### src/rtl/door_lock_pkg.sv
// Shared types for the keypad door lock: FSM state codes, key classes and
// the key-priority decode used by the debouncer.
package door_lock_pkg;

  localparam int DIGIT_W = 4;

  typedef enum logic [2:0] {
    ST_IDLE    = 3'd0,
    ST_ENTRY   = 3'd1,
    ST_CHECK   = 3'd2,
    ST_OPEN    = 3'd3,
    ST_SET     = 3'd4,
    ST_LOCKOUT = 3'd5
  } state_e;

  typedef enum logic [1:0] {
    KEY_NONE  = 2'd0,
    KEY_DIGIT = 2'd1,
    KEY_STAR  = 2'd2,
    KEY_SHARP = 2'd3
  } key_class_e;

  // '*' beats '#' beats digit, but '*' and '#' together with no digit is
  // treated as a fumbled press and yields nothing.
  function automatic key_class_e key_decode(input logic chk, input logic star,
                                            input logic sharp);
    if (star && sharp && !chk) return KEY_NONE;
    if (star)                  return KEY_STAR;
    if (sharp)                 return KEY_SHARP;
    if (chk)                   return KEY_DIGIT;
    return KEY_NONE;
  endfunction

endpackage

### src/rtl/door_lock_ctrl_key_debounce.sv
// Synchronizes the keypad encoder outputs and turns each debounced key press
// into a single classified event strobe.
module key_debounce
  import door_lock_pkg::*;
#(
  parameter int unsigned DEBOUNCE = 4
) (
  input  logic               clk,
  input  logic               rst_n,
  input  logic [DIGIT_W-1:0] digit_i,
  input  logic               chk_i,
  input  logic               star_i,
  input  logic               sharp_i,
  output logic               evt_o,
  output key_class_e         evt_class_o,
  output logic [DIGIT_W-1:0] evt_digit_o,
  output logic               held_o
);

  // Handshake: evt_o is a one-cycle strobe with no backpressure; evt_class_o
  // and evt_digit_o are valid while evt_o is high and the consumer must take
  // the event in that cycle or lose it.

  localparam int CW = (DEBOUNCE > 1) ? $clog2(DEBOUNCE) : 1;
  localparam logic [CW-1:0] CNT_LAST = CW'(DEBOUNCE - 1);
  localparam int SW = DIGIT_W + 3;

  logic [SW-1:0]      sync1_q, sync2_q;
  logic [CW-1:0]      cnt_q;
  logic               held_q;
  logic               evt_q;
  key_class_e         cls_q;
  logic [DIGIT_W-1:0] dig_q;

  logic [DIGIT_W-1:0] s_digit;
  logic               s_chk, s_star, s_sharp;
  logic               key_any;
  key_class_e         s_class;

  assign s_digit = sync2_q[SW-1:3];
  assign s_chk   = sync2_q[2];
  assign s_star  = sync2_q[1];
  assign s_sharp = sync2_q[0];
  assign key_any = s_chk | s_star | s_sharp;
  assign s_class = key_decode(s_chk, s_star, s_sharp);

  always_ff @(posedge clk or negedge rst_n) begin
    if (!rst_n) begin
      sync1_q <= '0;
      sync2_q <= '0;
    end else begin
      sync1_q <= {digit_i, chk_i, star_i, sharp_i};
      sync2_q <= sync1_q;
    end
  end

  // cnt_q counts consecutive cycles in the opposite level to held_q; reaching
  // the last count flips held_q, firing an event on the press side only.
  always_ff @(posedge clk or negedge rst_n) begin
    if (!rst_n) begin
      cnt_q  <= '0;
      held_q <= 1'b0;
      evt_q  <= 1'b0;
      cls_q  <= KEY_NONE;
      dig_q  <= '0;
    end else begin
      evt_q <= 1'b0;
      if (key_any != held_q) begin
        if (cnt_q == CNT_LAST) begin
          cnt_q  <= '0;
          held_q <= key_any;
          if (key_any) begin
            evt_q <= (s_class != KEY_NONE);
            cls_q <= s_class;
            dig_q <= s_digit;
          end
        end else begin
          cnt_q <= cnt_q + CW'(1);
        end
      end else begin
        cnt_q <= '0;
      end
    end
  end

  assign evt_o       = evt_q;
  assign evt_class_o = cls_q;
  assign evt_digit_o = dig_q;
  assign held_o      = held_q;

endmodule

### src/rtl/door_lock_ctrl.sv
// Keypad door-lock controller: collects a passcode entry from debounced key
// events, checks it, and sequences unlock, passcode change and lockout.
module door_lock_ctrl
  import door_lock_pkg::*;
#(
  parameter int unsigned               PW_LEN      = 4,
  parameter logic [PW_LEN*DIGIT_W-1:0] DEFAULT_PW  = 16'h1234,
  parameter int unsigned               DEBOUNCE    = 4,
  parameter int unsigned               MAX_FAIL    = 3,
  parameter int unsigned               OPEN_CYCLES = 1000,
  parameter int unsigned               LOCK_CYCLES = 5000
) (
  input  logic               clk,
  input  logic               rst_n,
  input  logic [DIGIT_W-1:0] digit_i,
  input  logic               chk_i,
  input  logic               star_i,
  input  logic               sharp_i,
  output logic               unlock_o,
  output logic               alarm_o,
  output logic               err_o,
  output logic               set_done_o,
  output logic [2:0]         digit_cnt_o,
  output logic [1:0]         fail_cnt_o,
  output logic [2:0]         state_o
);

  localparam int BUF_W = PW_LEN * DIGIT_W;
  localparam int unsigned TMAX = (OPEN_CYCLES > LOCK_CYCLES) ? OPEN_CYCLES : LOCK_CYCLES;
  localparam int TW = $clog2(TMAX + 1);
  localparam logic [2:0]    PW_LEN_C   = 3'(PW_LEN);
  localparam logic [1:0]    MAX_FAIL_C = 2'(MAX_FAIL);
  localparam logic [TW-1:0] OPEN_T     = TW'(OPEN_CYCLES);
  localparam logic [TW-1:0] LOCK_T     = TW'(LOCK_CYCLES);

  logic               evt;
  key_class_e         evt_class;
  logic [DIGIT_W-1:0] evt_digit;
  logic               key_held;

  key_debounce #(
    .DEBOUNCE (DEBOUNCE)
  ) u_key_debounce (
    .clk         (clk),
    .rst_n       (rst_n),
    .digit_i     (digit_i),
    .chk_i       (chk_i),
    .star_i      (star_i),
    .sharp_i     (sharp_i),
    .evt_o       (evt),
    .evt_class_o (evt_class),
    .evt_digit_o (evt_digit),
    .held_o      (key_held)
  );

  state_e           state_q;
  logic [BUF_W-1:0] buf_q;
  logic [BUF_W-1:0] pw_q;
  logic [2:0]       cnt_q;
  logic [1:0]       fail_q;
  logic [TW-1:0]    timer_q;
  logic             unlock_q, alarm_q, err_q, set_done_q;

  logic             is_digit, is_star, is_sharp;
  logic             can_take;
  logic             match;
  logic [1:0]       fail_inc;
  logic [BUF_W-1:0] buf_shift;
  logic             timer_last;

  assign is_digit   = evt && (evt_class == KEY_DIGIT);
  assign is_star    = evt && (evt_class == KEY_STAR);
  assign is_sharp   = evt && (evt_class == KEY_SHARP);
  assign can_take   = is_digit && (cnt_q < PW_LEN_C);
  assign match      = (cnt_q == PW_LEN_C) && (buf_q == pw_q);
  assign fail_inc   = fail_q + 2'd1;
  assign buf_shift  = (buf_q << DIGIT_W) | BUF_W'(evt_digit);
  // Exit on the cycle the count would hit zero so the dwell is exactly the
  // loaded number of cycles.
  assign timer_last = (timer_q <= TW'(1));

  always_ff @(posedge clk or negedge rst_n) begin
    if (!rst_n) begin
      state_q    <= ST_IDLE;
      buf_q      <= '0;
      pw_q       <= DEFAULT_PW;
      cnt_q      <= '0;
      fail_q     <= '0;
      timer_q    <= '0;
      unlock_q   <= 1'b0;
      alarm_q    <= 1'b0;
      err_q      <= 1'b0;
      set_done_q <= 1'b0;
    end else begin
      err_q      <= 1'b0;
      set_done_q <= 1'b0;
      case (state_q)
        ST_IDLE: begin
          if (is_digit) begin
            buf_q   <= BUF_W'(evt_digit);
            cnt_q   <= 3'd1;
            state_q <= ST_ENTRY;
          end
        end

        ST_ENTRY: begin
          if (can_take) begin
            buf_q <= buf_shift;
            cnt_q <= cnt_q + 3'd1;
          end else if (is_star) begin
            buf_q   <= '0;
            cnt_q   <= '0;
            state_q <= ST_IDLE;
          end else if (is_sharp) begin
            state_q <= ST_CHECK;
          end
        end

        ST_CHECK: begin
          buf_q <= '0;
          cnt_q <= '0;
          if (match) begin
            fail_q   <= '0;
            timer_q  <= OPEN_T;
            unlock_q <= 1'b1;
            state_q  <= ST_OPEN;
          end else begin
            err_q  <= 1'b1;
            fail_q <= fail_inc;
            if (fail_inc >= MAX_FAIL_C) begin
              timer_q <= LOCK_T;
              alarm_q <= 1'b1;
              state_q <= ST_LOCKOUT;
            end else begin
              state_q <= ST_IDLE;
            end
          end
        end

        ST_OPEN: begin
          if (timer_last || is_sharp) begin
            unlock_q <= 1'b0;
            state_q  <= ST_IDLE;
          end else if (is_star) begin
            unlock_q <= 1'b0;
            buf_q    <= '0;
            cnt_q    <= '0;
            state_q  <= ST_SET;
          end else begin
            timer_q <= timer_q - TW'(1);
          end
        end

        ST_SET: begin
          if (can_take) begin
            buf_q <= buf_shift;
            cnt_q <= cnt_q + 3'd1;
          end else if (is_sharp) begin
            if (cnt_q == PW_LEN_C) begin
              pw_q       <= buf_q;
              set_done_q <= 1'b1;
            end else begin
              err_q <= 1'b1;
            end
            buf_q   <= '0;
            cnt_q   <= '0;
            state_q <= ST_IDLE;
          end else if (is_star) begin
            buf_q   <= '0;
            cnt_q   <= '0;
            state_q <= ST_IDLE;
          end
        end

        ST_LOCKOUT: begin
          if (timer_last) begin
            alarm_q <= 1'b0;
            fail_q  <= '0;
            state_q <= ST_IDLE;
          end else begin
            timer_q <= timer_q - TW'(1);
          end
        end

        default: begin
          buf_q    <= '0;
          cnt_q    <= '0;
          unlock_q <= 1'b0;
          alarm_q  <= 1'b0;
          state_q  <= ST_IDLE;
        end
      endcase
    end
  end

  assign unlock_o    = unlock_q;
  assign alarm_o     = alarm_q;
  assign err_o       = err_q;
  assign set_done_o  = set_done_q;
  assign digit_cnt_o = cnt_q;
  assign fail_cnt_o  = fail_q;
  assign state_o     = state_q;

  // key_held is exported by the debouncer for observation only.
  logic unused_ok;
  assign unused_ok = key_held;

endmodule

### config.mk
export PLATFORM = sky130hd
export DESIGN_NAME = door_lock_ctrl
export DESIGN_NICKNAME = d
export VERILOG_FILES = /design/src/rtl/door_lock_pkg.sv /design/src/rtl/door_lock_ctrl_key_debounce.sv /design/src/rtl/door_lock_ctrl.sv
export SDC_FILE = /design/constraint.sdc
export NUM_CORES = 1
export LEC_CHECK = 0
export ABC_AREA = 0
export BUFFER_PORTS_ARGS = -buffer_cell sky130_fd_sc_hd__buf_4
export CORE_MARGIN = 5
export CORE_UTILIZATION = 54
export DETAILED_ROUTE_END_ITERATION = 8
export PLACE_DENSITY = 0.81
export SETUP_SLACK_MARGIN = 0.2
export SLEW_MARGIN = 20
export SYNTH_ARGS = -nofsm -noshare
export SYNTH_HDL_FRONTEND = slang
export SYNTH_SLANG_ARGS = --single-unit
### constraint.sdc
create_clock -name clk -period 2.5 [get_ports clk]
set_clock_uncertainty 0.1 [all_clocks]
set_input_delay 0.125 -clock clk [delete_from_list [all_inputs] [get_ports clk]]
set_output_delay 0.125 -clock clk [all_outputs]
set_load 0.005 [all_outputs]
== Yosys cells after proc, flatten, opt, wreduce, memory -nomap -nowiden ==
Cells that the tools add are included.
Cells by class
  $add $sub $neg: 4
  order comparisons: 3
  eq/ne operators: 26
  mux-type cells: 75
  bitwise logic cells: 7
  reduce and logical (&&, ||, !) cells: 24
Operators by type and width (number)
  $mux 16: 6
  $pmux 16 s5: 1
  $mux 13: 5
  $mux 3: 17
  $pmux 13 s3: 1
  $mux 1: 27
  $mux 2: 12
  $ne 2x2->1 const B: 10
  $pmux 3 s6: 1
  $eq 16x16->1: 1
  $or 16x4->16: 1
  $pmux 3 s5: 1
  $le 13x1->1 const B: 1
  $sub 13x1->13 const B: 1
  $ne 3x3->1 const B: 4
  $eq 3x3->1 const B: 3
  $reduce_and 3->1: 3
  $reduce_and 4->1: 2
  $reduce_or 4->1: 2
  $logic_and 1x1->1: 7
  $reduce_and 7->1: 1
  $eq 2x2->1 const B: 3
  $eq 3x2->1 const B: 2
  $pmux 1 s3: 2
  18 further kinds: 25
Storage, ports and cells
  flip-flop bits (word level): 81
  input port bits: 9
  output and inout port bits: 12
  logic and storage cells: 156

== Depth between registers and ports, before layout ==
  depth in word-level cells: 17
  gate-level depth with buffers: 9
  depth with buffers taken out: 7

== By module ==
Synthesis repeated with hierarchy kept, for this count alone.
Second synthesis, totals
  cells, all modules: 325
  area total of the unflattened synthesis: 3824.9 µm²
Modules (own cells, without submodules)
  door_lock_ctrl: instances 1, cells an instance 278, area each 3015.4 µm², sequential area each 1432.6 µm²
  key_debounce: instances 1, cells an instance 47, area each 809.5 µm², sequential area each 600.6 µm²

== Least setup slack after synthesis ==
No wires, ideal clock.
  path type: register -> register
  start point: reg timer_q[7]
  end point: reg timer_q[1]
  setup time: 0.125 ns
  arrival: 2.151 ns
  data required time: 2.275 ns
  path slack: 0.124 ns
  cell stages (with the launch flop): 7
  buffers on the path: 0
  period minus slack after synthesis: 2.376 ns
  path through: dfrtp_1 or3_4 or4_4 o311ai_4 nand2_2 a21o_4 mux2_4
On the way
  word-level cells in the longest chain between the ends: 4
  elaborated cells on any way between the ends: 5
  classes of those cells: 1 x order compare; 2 x eq/ne; 2 x reduce/logical
RTL lines
  from (decl): line door_lock_ctrl.sv:61  | logic [TW-1:0] timer_q;
  from (signal assigned): line door_lock_ctrl.sv:150  | timer_q <= timer_q - TW'(1);
  from (signal assigned): line door_lock_ctrl.sv:181  | timer_q <= timer_q - TW'(1);
  $le 13x1->1 *: line door_lock_ctrl.sv:80  | assign timer_last = (timer_q <= TW'(1));
  $logic_or 1x1->1: line door_lock_ctrl.sv:141  | if (timer_last || is_sharp) begin
  $ne 2x2->1 (no source line)
  $reduce_and 5->1 (no source line) *
Every way passes the cells marked *; elsewhere a longest branch is shown, timed or not.
A chain may end at the register's enable or synchronous reset.

== Final worst setup path ==
Same ends and word-level chain as after synthesis.

==> results.md <==
- Post-layout util: 0.652
- Post-route cell area: 0.00443 mm²
- Ys async rst share: 1.00
- Pin count of the biggest net entering global routing: 82
- Gpl congestion: 0.906
- Path depth of the worst reg2reg path: 6
- Largest fanout on the critical path: 7
- Crit-path cells: or3_4, or4_4, o311ai_4, nand2_2, a21o_4, mux2_4
- Synth-to-layout area growth: 17.3%
- Seq/Total Area, Yosys: 0.539
- Tmin final: 2.37 ns
- Core area: 0.00679 mm²
- Vias in the first global route: 2,803
- Fillers: 520
- DP HPWL: around 5.2 mm
- Via count: 2,902
- Post-route ant nets: 0
- TritonCTS clock tree: done
- Dominant synthesized flop cell: dfrtp_1
- Site Rows: 30
- Kind of critical path: reg2reg
- Clk slew on worst S/H paths: 0.08 ns
- ANT cells: 0
- Synth area leaders: dfrtp_1 50%, nand2_1 8.2%, a22o_1 4.4%, xor2_1 4.2%, dfstp_2 3.5%
- Starting DRC count in detailed routing: ~210
- Syn Nets: 381
- Starting density of the core: 0.556
- Final setup fails: 0
- Grt ovf: 0
- Flops & latches, synth: 81
- Worst Tran Pin Value: about 0.59 ns
- First-pass GRT wire length: 13.2 mm
- Later-pin clock latency in the skew report: between 0.3 and 0.4 ns
- Fin. max-slew vios: 0
- Worst min path class: in2async
- WP buf/inv: 0
- Mapped Area: 0.00377 mm²
- Crit-path leading delay family: simple AND/OR/NAND/NOR gates
- Max H-tree Level: 3
- Setup_tns: 0 ns
- Nets: 427
- CP max stage cell: or4_4
- DP Area: 0.00406 mm²
- Synth cell types: 60
- Required @ worst endpoint: 2.64 ns
- Top-area cell type share of the netlist area: 0.504
- Status: completed
- Share of layout cells above drive strength 1: 0.187
- Final WS setup: 0.131 ns
- Post-synth EDFFs: 0
- Max cap viols: 0
- TritonCTS Buffers: 9
- Crit share post-route: 0.948
- Yosys warns: 0
- Via density: 5.66
- Setup crit end kind: register
- Crit path depth: 6
- Gate Count Post-Synth: 366
- DR DRC count: 0
- Max-Slew Margin vs Limit: 0.602
- Max VDD drop: 454 µV
- Commonest cells in the netlist: 82 x nand2_1, 76 x dfrtp_1, 19 x a22o_1, 18 x xor2_1, 16 x nor2_1
- LEAKAGE: 2.21 nW
- Wire per inst: 15.3 µm
- Die ar.: 0.00876 mm²
- # clock sinks: 81
- Count leader, synth: nand2_1
- Ports: 21
- Clock root buffer master: clkbuf_8
- CP startpoint kind: register
- Syn Area/Cell: 10.3 µm²
- RSZ-0062 raised after global routing: true
- Worst path max stage delay: 0.46 ns
- Initial antenna violation count: 0
- Buffers added on ports: 20
- WHS: 0.124 ns
- Hold violation count in the final report: 0
- Leading area contributor after synthesis: dfrtp_1
- FMAX: 422 MHz
- PD cells: 597 mW/mm²
- Die Y: between 90 and 100 µm
- Setup WS pre-CTS: 0.0685 ns
- Clock Path Buffers: 2
- TritonRoute pass-1 iters: 4
- Total Wirelength: a little under 8 mm
- Gr usage total: 0.192
- Arrival time worst endpoint: 2.51 ns
- Die width: 93.6 µm
[path summary, 6_finish.rpt]
kind	start	end	slack, ns
hold reg to reg	u_key_debounce.sync1_q[5]	u_key_debounce.sync2_q[5]	0.25
setup / recovery	timer_q[7]	timer_q[1]	0.13
max in group asynchronous	rst_n	pw_q[12]	1.55
hold / removal	rst_n	timer_q[12]	0.12
setup reg to reg	timer_q[7]	timer_q[1]	0.13
min in group clk	u_key_debounce.sync1_q[5]	u_key_debounce.sync2_q[5]	0.25
[metrics by stage]
stage / total power (W) / instances
final: 0.00264 / 513
after floorplan: 0.00167 / 366
after global placement: 0.00177 / 479
after global routing: 0.00278 / 513
after CTS: 0.00266 / 508
after detailed placement: 0.00178 / 479
[final cells by class]
class                   instances  area, µm²  area share
clock inverters                 5       41.3     0.00932
multi-input cells             261       1650       0.372
repair buffers                 49        408      0.0921
inverters                      10       37.5     0.00848
flip-flops and latches         81       2030       0.459
clock buffers                  11        141      0.0319
well taps                      96        120      0.0271
[routing by layer]
layer,share of wire,wire (µm),track usage
met5,0,0,0
met4,0.015,120,0.0963
met3,0.036,283,0.0306
met2,0.47,3690,0.294
met1,0.48,3760,0.265
[power breakdown]
group,switching [W],internal [W],total [W]
Sequential,0.0000739,0.00139,0.00146
Combinational,0.000174,0.000131,0.000305
Clock,0.000478,0.000395,0.000872
[registers in the layout, indices dropped and copies added (netlist names), 2 cells and up]
| signal | flops |
|---|---|
| u_key_debounce.evt_digit_o | 4 |
| u_key_debounce.evt_class_o | 2 |
| pw_q | 16 |
| u_key_debounce.cnt_q | 2 |
| digit_cnt_o | 3 |
| u_key_debounce.sync1_q | 7 |
| state_o | 3 |
| buf_q | 16 |
| u_key_debounce.sync2_q | 7 |
| timer_q | 13 |
| fail_cnt_o | 2 |
[layout by cell type, fill, tap and decap left out, types with 5 or more instances in the layout]
cell | synthesis | final
a21oi_1 | 11 | 10
inv_1 | 9 | 9
ha_1 | 6 | 6
buf_4 | 0 | 40
dlygate4sd3_1 | 0 | 8
nor2_1 | 16 | 16
nand2_1 | 82 | 82
nor3_1 | 9 | 9
clkbuf_8 | 1 | 10
o21ai_0 | 12 | 11
a31oi_1 | 6 | 6
nor4_1 | 8 | 8
dfstp_2 | 5 | 5
a22o_1 | 19 | 19
xor2_1 | 18 | 18
nand3_1 | 5 | 5
dfrtp_1 | 76 | 75
o31ai_1 | 7 | 7
[timing repair]
item                                   4_1_cts  5_1_grt
gates resized for setup                      3        2
setup endpoints to repair                    7       23
cloned                                       0        0
endpoints found under the hold margin       83        0
pin swaps                                    2        2
setup buffers                                5        4
hold buffers                                 8        0
[logic make-up (layout without fill, tap and decap cells)]
logic type | count (synthesis) | in the layout | share of synthesized area
muxes | 3 | 3 | 0.00928
AOI/OAI and AO/OA | 83 | 83 | 0.168
buffers and inverters | 24 | 75 | 0.0285
xor gates and xnor gates | 19 | 19 | 0.0441
adders and majority gates | 7 | 7 | 0.0225
DFF | 81 | 81 | 0.539
and+or+nand+nor | 149 | 149 | 0.189
Power figures use the tool's default switching activity.
